**src/rtl/taxi_eth_tx_arb.sv**
```systemverilog
// taxi_eth_tx_arb: frame-granular round-robin arbiter in front of a MAC TX stream.
// Each granted frame carries its source index on m_axis_tid. Frames longer than
// MAX_BEATS are cut short: the cut beat is marked bad and the rest of the frame is dropped.
// Completions coming back from the MAC are steered to their source by tid.
module taxi_eth_tx_arb #(
    parameter int unsigned PORTS     = 4,
    parameter int unsigned DATA_W    = 8,
    parameter int unsigned KEEP_W    = DATA_W / 8,
    parameter int unsigned ID_W      = 8,
    parameter int unsigned CPL_W     = 96,
    parameter int unsigned MAX_BEATS = 2048
) (
    input  logic                      clk,
    input  logic                      rst_n,

    input  logic [PORTS*DATA_W-1:0]   s_axis_tdata,
    input  logic [PORTS*KEEP_W-1:0]   s_axis_tkeep,
    input  logic [PORTS-1:0]          s_axis_tvalid,
    output logic [PORTS-1:0]          s_axis_tready,
    input  logic [PORTS-1:0]          s_axis_tlast,
    input  logic [PORTS-1:0]          s_axis_tuser,

    output logic [DATA_W-1:0]         m_axis_tdata,
    output logic [KEEP_W-1:0]         m_axis_tkeep,
    output logic                      m_axis_tvalid,
    input  logic                      m_axis_tready,
    output logic                      m_axis_tlast,
    output logic                      m_axis_tuser,
    output logic [ID_W-1:0]           m_axis_tid,

    input  logic [CPL_W-1:0]          s_cpl_tdata,
    input  logic [ID_W-1:0]           s_cpl_tid,
    input  logic                      s_cpl_tvalid,
    output logic                      s_cpl_tready,
    output logic [CPL_W-1:0]          m_cpl_tdata,
    output logic [PORTS-1:0]          m_cpl_tvalid,
    input  logic [PORTS-1:0]          m_cpl_tready,

    output logic                      busy,
    output logic [$clog2(PORTS)-1:0]  grant_idx,
    output logic [15:0]               trunc_count
);

    localparam int unsigned GW = $clog2(PORTS);
    localparam int unsigned CW = $clog2(MAX_BEATS);

    typedef enum logic [1:0] {
        IDLE  = 2'd0,
        XFER  = 2'd1,
        DRAIN = 2'd2
    } state_t;

    state_t              r_state;
    logic [GW-1:0]       r_grant;
    logic [GW-1:0]       r_ptr;
    logic [CW-1:0]       r_beat_cnt;
    logic [15:0]         r_trunc_count;

    logic                w_any;
    logic [GW-1:0]       w_next;
    logic [DATA_W-1:0]   w_src_data;
    logic [KEEP_W-1:0]   w_src_keep;
    logic                w_src_valid;
    logic                w_src_last;
    logic                w_src_user;
    logic                w_beat;
    logic                w_trunc;

    // Round-robin search: first requester at or after r_ptr+1, wrapping at PORTS
    always_comb begin
        int unsigned v_base;
        int unsigned v_idx;
        logic [GW-1:0] v_cand;
        w_any  = 1'b0;
        w_next = '0;
        v_base = 32'(r_ptr);
        v_idx  = 0;
        v_cand = '0;
        for (int unsigned i = 1; i <= PORTS; i++) begin
            v_idx  = (v_base + i) % PORTS;
            v_cand = GW'(v_idx);
            if (!w_any && s_axis_tvalid[v_cand]) begin
                w_any  = 1'b1;
                w_next = v_cand;
            end
        end
    end

    // Select the granted source; non-granted ports never reach the output
    always_comb begin
        w_src_data  = '0;
        w_src_keep  = '0;
        w_src_valid = 1'b0;
        w_src_last  = 1'b0;
        w_src_user  = 1'b0;
        for (int unsigned i = 0; i < PORTS; i++) begin
            if (r_grant == GW'(i)) begin
                w_src_data  = s_axis_tdata[i*DATA_W +: DATA_W];
                w_src_keep  = s_axis_tkeep[i*KEEP_W +: KEEP_W];
                w_src_valid = s_axis_tvalid[i];
                w_src_last  = s_axis_tlast[i];
                w_src_user  = s_axis_tuser[i];
            end
        end
    end

    assign w_beat  = (r_state == XFER) && w_src_valid && m_axis_tready;
    assign w_trunc = (r_state == XFER) && (r_beat_cnt == CW'(MAX_BEATS - 1)) && !w_src_last;

    // Arbitration state machine: grant, frame transfer, truncation drain
    always_ff @(posedge clk or negedge rst_n) begin
        if (!rst_n) begin
            r_state       <= IDLE;
            r_grant       <= '0;
            r_ptr         <= GW'(PORTS - 1);
            r_beat_cnt    <= '0;
            r_trunc_count <= '0;
        end else begin
            case (r_state)
                IDLE: begin
                    if (w_any) begin
                        r_grant    <= w_next;
                        r_ptr      <= w_next;
                        r_beat_cnt <= '0;
                        r_state    <= XFER;
                    end
                end
                XFER: begin
                    if (w_beat) begin
                        r_beat_cnt <= r_beat_cnt + CW'(1);
                        if (w_trunc) begin
                            if (r_trunc_count != '1) begin
                                r_trunc_count <= r_trunc_count + 16'd1;
                            end
                            r_state <= DRAIN;
                        end else if (w_src_last) begin
                            r_state <= IDLE;
                        end
                    end
                end
                DRAIN: begin
                    if (w_src_valid && w_src_last) begin
                        r_state <= IDLE;
                    end
                end
                default: r_state <= IDLE;
            endcase
        end
    end

    // Source ready: follow the MAC while transferring, swallow beats while draining
    always_comb begin
        s_axis_tready = '0;
        if (r_state == XFER) begin
            s_axis_tready[r_grant] = m_axis_tready;
        end else if (r_state == DRAIN) begin
            s_axis_tready[r_grant] = 1'b1;
        end
    end

    // Output stream; truncation forces end-of-frame and the bad-frame flag
    always_comb begin
        m_axis_tdata  = w_src_data;
        m_axis_tkeep  = w_src_keep;
        m_axis_tvalid = (r_state == XFER) && w_src_valid;
        m_axis_tlast  = w_src_last | w_trunc;
        m_axis_tuser  = w_src_user | w_trunc;
        m_axis_tid    = '0;
        m_axis_tid[GW-1:0] = r_grant;
    end

    // Completion steering by tid; out-of-range ids are accepted and dropped
    always_comb begin
        m_cpl_tdata  = s_cpl_tdata;
        m_cpl_tvalid = '0;
        s_cpl_tready = 1'b1;
        for (int unsigned i = 0; i < PORTS; i++) begin
            if (s_cpl_tid == ID_W'(i)) begin
                m_cpl_tvalid[i] = s_cpl_tvalid;
                s_cpl_tready    = m_cpl_tready[i];
            end
        end
    end

    assign busy        = (r_state != IDLE);
    assign grant_idx   = r_grant;
    assign trunc_count = r_trunc_count;

endmodule

```
**config.mk**
```make
export PLATFORM = sky130hd
export DESIGN_NAME = taxi_eth_tx_arb
export DESIGN_NICKNAME = d
export VERILOG_FILES = /design/src/rtl/taxi_eth_tx_arb.sv
export SDC_FILE = /design/constraint.sdc
export NUM_CORES = 1
export LEC_CHECK = 0
export CORE_AREA = 10 10 111 113
export DETAILED_ROUTE_END_ITERATION = 6
export DIE_AREA = 0 0 121 123
export GPL_TIMING_DRIVEN = 0
export MAX_ROUTING_LAYER = met4
export PLACE_DENSITY_LB_ADDON = 0.12
export SLEW_MARGIN = 40
export SYNTH_ARGS = -nofsm -noshare
export SYNTH_HDL_FRONTEND = slang
export SYNTH_SLANG_ARGS = --single-unit
```
**constraint.sdc**
```tcl
create_clock -name clk -period 3.2 [get_ports clk]
set_input_delay 0.64 -clock clk [delete_from_list [all_inputs] [get_ports clk]]
set_output_delay 0.64 -clock clk [all_outputs]
set_load 0.02 [all_outputs]
```
==> Word level (Yosys, flattened, before mapping) <==
Index checks and enable logic that the tools add are counted.
{ "word_totals": {"inputBits": 160, "wordCells": 113, "reg_bits": 33} }
{ "classes": {"n_eq_ne": 14, "n_reduce_logical": 22, "n_bitwise": 3, "addsub": 6, "order_cmp": 6, "n_mux": 57} }
{ "ops": {"columns": ["operator", "count"], "rows": [
  ["two-way mux 1 bit", 33],
  ["two-way mux 8 bit", 4],
  ["two-way mux 11 bit", 2],
  ["one-hot mux 11 bit (2 select lines)", 1],
  ["two-way mux 2 bit", 9],
  ["adder 16 x 1 -> 16 bit, second input constant", 1],
  ["== test 8 x 2 -> 1 bit, second input constant", 2],
  ["inequality test 16 bit, second input constant", 1],
  ["< comparator 2 x 3 -> 1 bit, second input constant", 5],
  ["adder 11 x 1 -> 11 bit, second input constant", 1],
  ["== test 11 bit, second input constant", 1],
  ["logical AND 1 bit", 9],
  ["binary-select mux 1 bit (select 2 bit)", 4],
  ["== test 8 x 1 -> 1 bit, second input constant", 1],
  ["logical NOT 8 bit", 1],
  ["two-way mux 4 bit", 2],
  ["AND reduction 4 bit", 2],
  ["== test 2 bit, second input constant", 3],
  ["inequality test 2 bit, second input constant", 3],
  ["one-hot mux 2 bit (3 select lines)", 1],
  ["adder 2 x 1 -> 2 bit, second input constant", 2],
  ["adder 2 bit, second input constant", 2],
  ["bitwise AND 4 bit", 1],
  ["== test 2 x 1 -> 1 bit, second input constant", 2],
  ["other kinds (9)", 15]
]} }

==> Logic depth before layout (Yosys ltp) <==
{ "depth": {"depth_word": 15, "depth_mapped": 8, "ltp_nobuf": 6} }

==> Worst setup path before layout <==
No wires, ideal clock.
{ "synth_path": {"path_type": "input to output", "start": "input port s_cpl_tid[5]", "end": "output port m_cpl_tvalid[0]", "slack_ns": 0.615, "arrival_time_ns": 1.945, "t_required_ns": 2.560, "path_buffers": 0, "cell_stages": 4, "cell_sequence": "or4_1 > nor3_1 > nand2_1 > nor3_1"} }
{ "synth_via": {"elab_chain_len": 2} }
{ "synth_lines": {"columns": ["element", "line", "source"], "rows": [
  ["start: declaration", "32", "input logic [ID_W-1:0] s_cpl_tid,"],
  ["logical NOT 8 bit", "178", "if (s_cpl_tid == ID_W'(i)) begin"],
  ["two-way mux 1 bit", "178", null],
  ["end: declaration", "36", "output logic [PORTS-1:0] m_cpl_tvalid,"]
]} }
No other way between the ends.

==> Final worst setup path <==
{ "layout_path": {"start": "input port s_axis_tvalid[3]", "end": "output port m_axis_tvalid"} }
{ "layout_via": {"elab_chain_len": 2} }
{ "layout_lines": {"columns": ["element", "line", "source"], "rows": [
  ["start: declaration", "18", "input logic [PORTS-1:0] s_axis_tvalid,"],
  ["two-way mux 1 bit", "97", "if (r_grant == GW'(i)) begin"],
  ["logical AND 1 bit", "165", "m_axis_tvalid = (r_state == XFER) && w_src_valid;"],
  ["end: declaration", "25", "output logic m_axis_tvalid,"]
]} }
No other way between the ends.

==> results.yml <==
sta:
  tns_ns: 0
  finalHoldViolations: 0
  timing.final.ws_setup_ns: 0.0886
  rsz0062_at_grt: "false"
  hold_slack_ns: 0.297
  fin_crit_sh_pct: 97.2
  fin_crit_ns: 3.11
  setup_viol: 0
  fmax_ghz: 0.321
  maxSlewViolCount: 0
  skew_ns: 0.00716
routing:
  ant_nets: 0
  wirelength_um: 12100
  vias: 2951
  wl_per_cell_um: 18.0
  drtIter0Drc: 124
  via_per_inst: 4.38
  first_pass_iters: 4
  drcViolationCount: 0
floorplanning:
  die_h_um: 123
  dieWidth_um: 121
  dieArea_um2: 14900
  start_util_pct: 29.3
  fp-row-count: 37
  core_region_area_um2: 10100
  io_pins: 304
power:
  vdd_drop_max_mv: 0.189
  fin_total_pwr_mw: 2.32
  leakage_nw: 2.36
  pwr_density_cell_nw_per_um2: 437
run:
  cap_violations: 0
synth:
  ys_seq_elements: 33
  async_flop_share_pct: 100
  synth_top_area_share_pct: 26.3
  synth.cell_area_um2: 2970
  synth.largest_area_cell: "buf_4"
  synthCells: 323
  synthFlopType: "dfrtp_1"
  synthTopCellsByArea: "buf_4 (26%), dfrtp_1 (26%), mux4_2 (9.1%), xor2_1 (4.7%), nand2_1 (2.5%)"
  synth.avg_cell_area_um2: 9.20
  yosysSeqAreaShare_pct: 27.9
  synth-edff-count: 0
  yosysWarnings: 0
  yosys.cell_types.count: 45
global_routing:
  grt_max_degree: 19
  grt_pass1_wl_um: 17000
  grt.total_usage_pct: 14.8
  antenna_found_initial: 0
  gr-total-overflow: 0
  first_global_vias: 3078
setup_path:
  critical_path_required_ns: 2.56
  start_kind: "input port"
  cp-end-kind: "output pin"
  timing.rr.end: "trunc_count[2]"
  arrival_ns: 2.47
  r2r_start: "grant_idx[1]"
  path_class: "input port to output pin"
  path_max_fanout: 6
  r2r_slack_ns: 1.09
  r2r_cells: 8
layout:
  multiInputGateArea_um2: 1290
  area_delta_synth_final_pct: 78.9
  layout_commonest_cell: "clkdlybuf4s50_1"
  layout_common_cells: "clkdlybuf4s50_1 (196), buf_4 (104), dfrtp_1 (31)"
  regArea_um2: 828
  drive_above_1_share_pct: 27.7
  num-nets-final: 699
  antenna_cells: 0
  nFillCells: 882
min_path:
  worstHoldPathType: "input port to asynchronous set/reset pin"
placed_design:
  dp_hpwl_um: 10800
  place_worst_setup_slack_ns: -0.215
  io_buffer_count: 201
  gp_congestion: 0.780
status:
  outcome: "complete, no violations"
cts:
  cts_tree: "yes"
  clk_pin_slew_ns: 0.07
  clk_latency_ns: 0.29
  post_cts_buffers: 0
  h-tree-depth: 2
  cts.sinks: 33
  cts_buffers: 5
  cts.path.max_buffers: 2
  cts_root_buffer: "clkbuf_8"
-- kinds of logic (layout without fill, tap and decap cells) --
logic type               Yosys count  after routing  synth area share (%)
AO/OA/AOI/OAI                     27             27                  6.48
XOR/XNOR                          21             21                  6.19
adder cells (fa/ha/maj)            2              2                 0.842
buffers and inverters            124            334                  29.7
flip-flops                        33             33                  27.9
multiplexers                      16             16                  10.5
other                              1              6                 0.126
AND/OR/NAND/NOR                   99             99                  18.2
-- worst max-delay path, cell delays in order --
cell and delay, ns:
clkdlybuf4s50_1 0.52, mux4_2 0.56, and2_1 0.18, clkdlybuf4s50_1 0.57
-- per-stage QoR --
step,std cells,util (%),cell area (um^2)
after floorplan,328,-,2990
after global placement,665,51.0,5170
after detailed placement,666,51.2,5190
final,674,52.4,5320
after CTS,674,52.4,5310
after global routing,674,52.4,5320
-- worst max path at each step --
| stage | startpoint | endpoint | cells past startpoint |
|---|---|---|---|
| finish | s_axis_tvalid[3] | m_axis_tvalid | 4 |
| global route | grant_idx[0] | m_axis_tdata[4] | 4 |
| CTS | s_axis_tvalid[1] | m_axis_tvalid | 4 |
| detailed placement | s_cpl_tid[5] | m_cpl_tvalid[0] | 6 |
| global placement | s_cpl_tid[5] | m_cpl_tvalid[1] | 6 |
| floorplan | s_cpl_tid[5] | m_cpl_tvalid[0] | 4 |
-- where the power goes --
| part | internal [mW] | leakage (nW) | switching [mW] |
|---|---|---|---|
| Sequential | 0.473 | 0.422 | 0.0601 |
| Clock | 0.254 | 0.0585 | 0.159 |
| Combinational | 0.710 | 1.88 | 0.668 |
-- routing by layer --
metal / vias to the layer above / share of wire (%) / global-route usage, %
li1: 1415 / - / -
met1: 1370 / 38 / 16.3
met2: 158 / 53 / 26.3
met3: 8 / 8.2 / 4.56
met4: 0 / 0.63 / 2.41
met5: - / 0 / -
-- final cells by class --
class / count / share of cell area (%)
Clock inverter: 1 / 0.565
Sequential cell: 33 / 15.6
Buffer: 111 / 15.7
Timing Repair Buffer: 202 / 38.2
Tap cell: 136 / 3.20
Inverter: 13 / 0.918
Multi-Input combinational cell: 171 / 24.2
Clock buffer: 7 / 1.62
-- repair_timing --
item / 4_1_cts / 5_1_grt
pin swaps: 0 / 0
hold buffers: 0 / 0
setup endpoints to repair: 9 / 2
resized for setup: 6 / 1
-- sequential cells by signal, indices dropped and copies added (netlist names) --
name and count:
r_ptr 2, grant_idx 2, r_state 2, r_beat_cnt 11, trunc_count 16
-- cells in the mapped netlist (2+ instances only) --
master    instances
dfrtp_1          31
nor4_2            3
a22o_1            3
and2_1            3
nor2b_1           2
nor2_2            6
nor2_1           18
inv_1            13
and4_1            2
buf_4           104
nand2_1          20
nand3_1          10
mux2_2            2
nand2b_1          4
xor2_1           16
nor3_2            2
or4_1             3
nor3_1           10
clkbuf_1          2
mux4_2           12
o21ai_0          10
and3_1            4
xnor2_1           5
a21o_1            2
buf_6             2
ha_1              2
o22ai_1           2
nand4_1           8
dfstp_2           2
mux2i_1           2
a21oi_1           4
(Power assumes the default switching activity.)
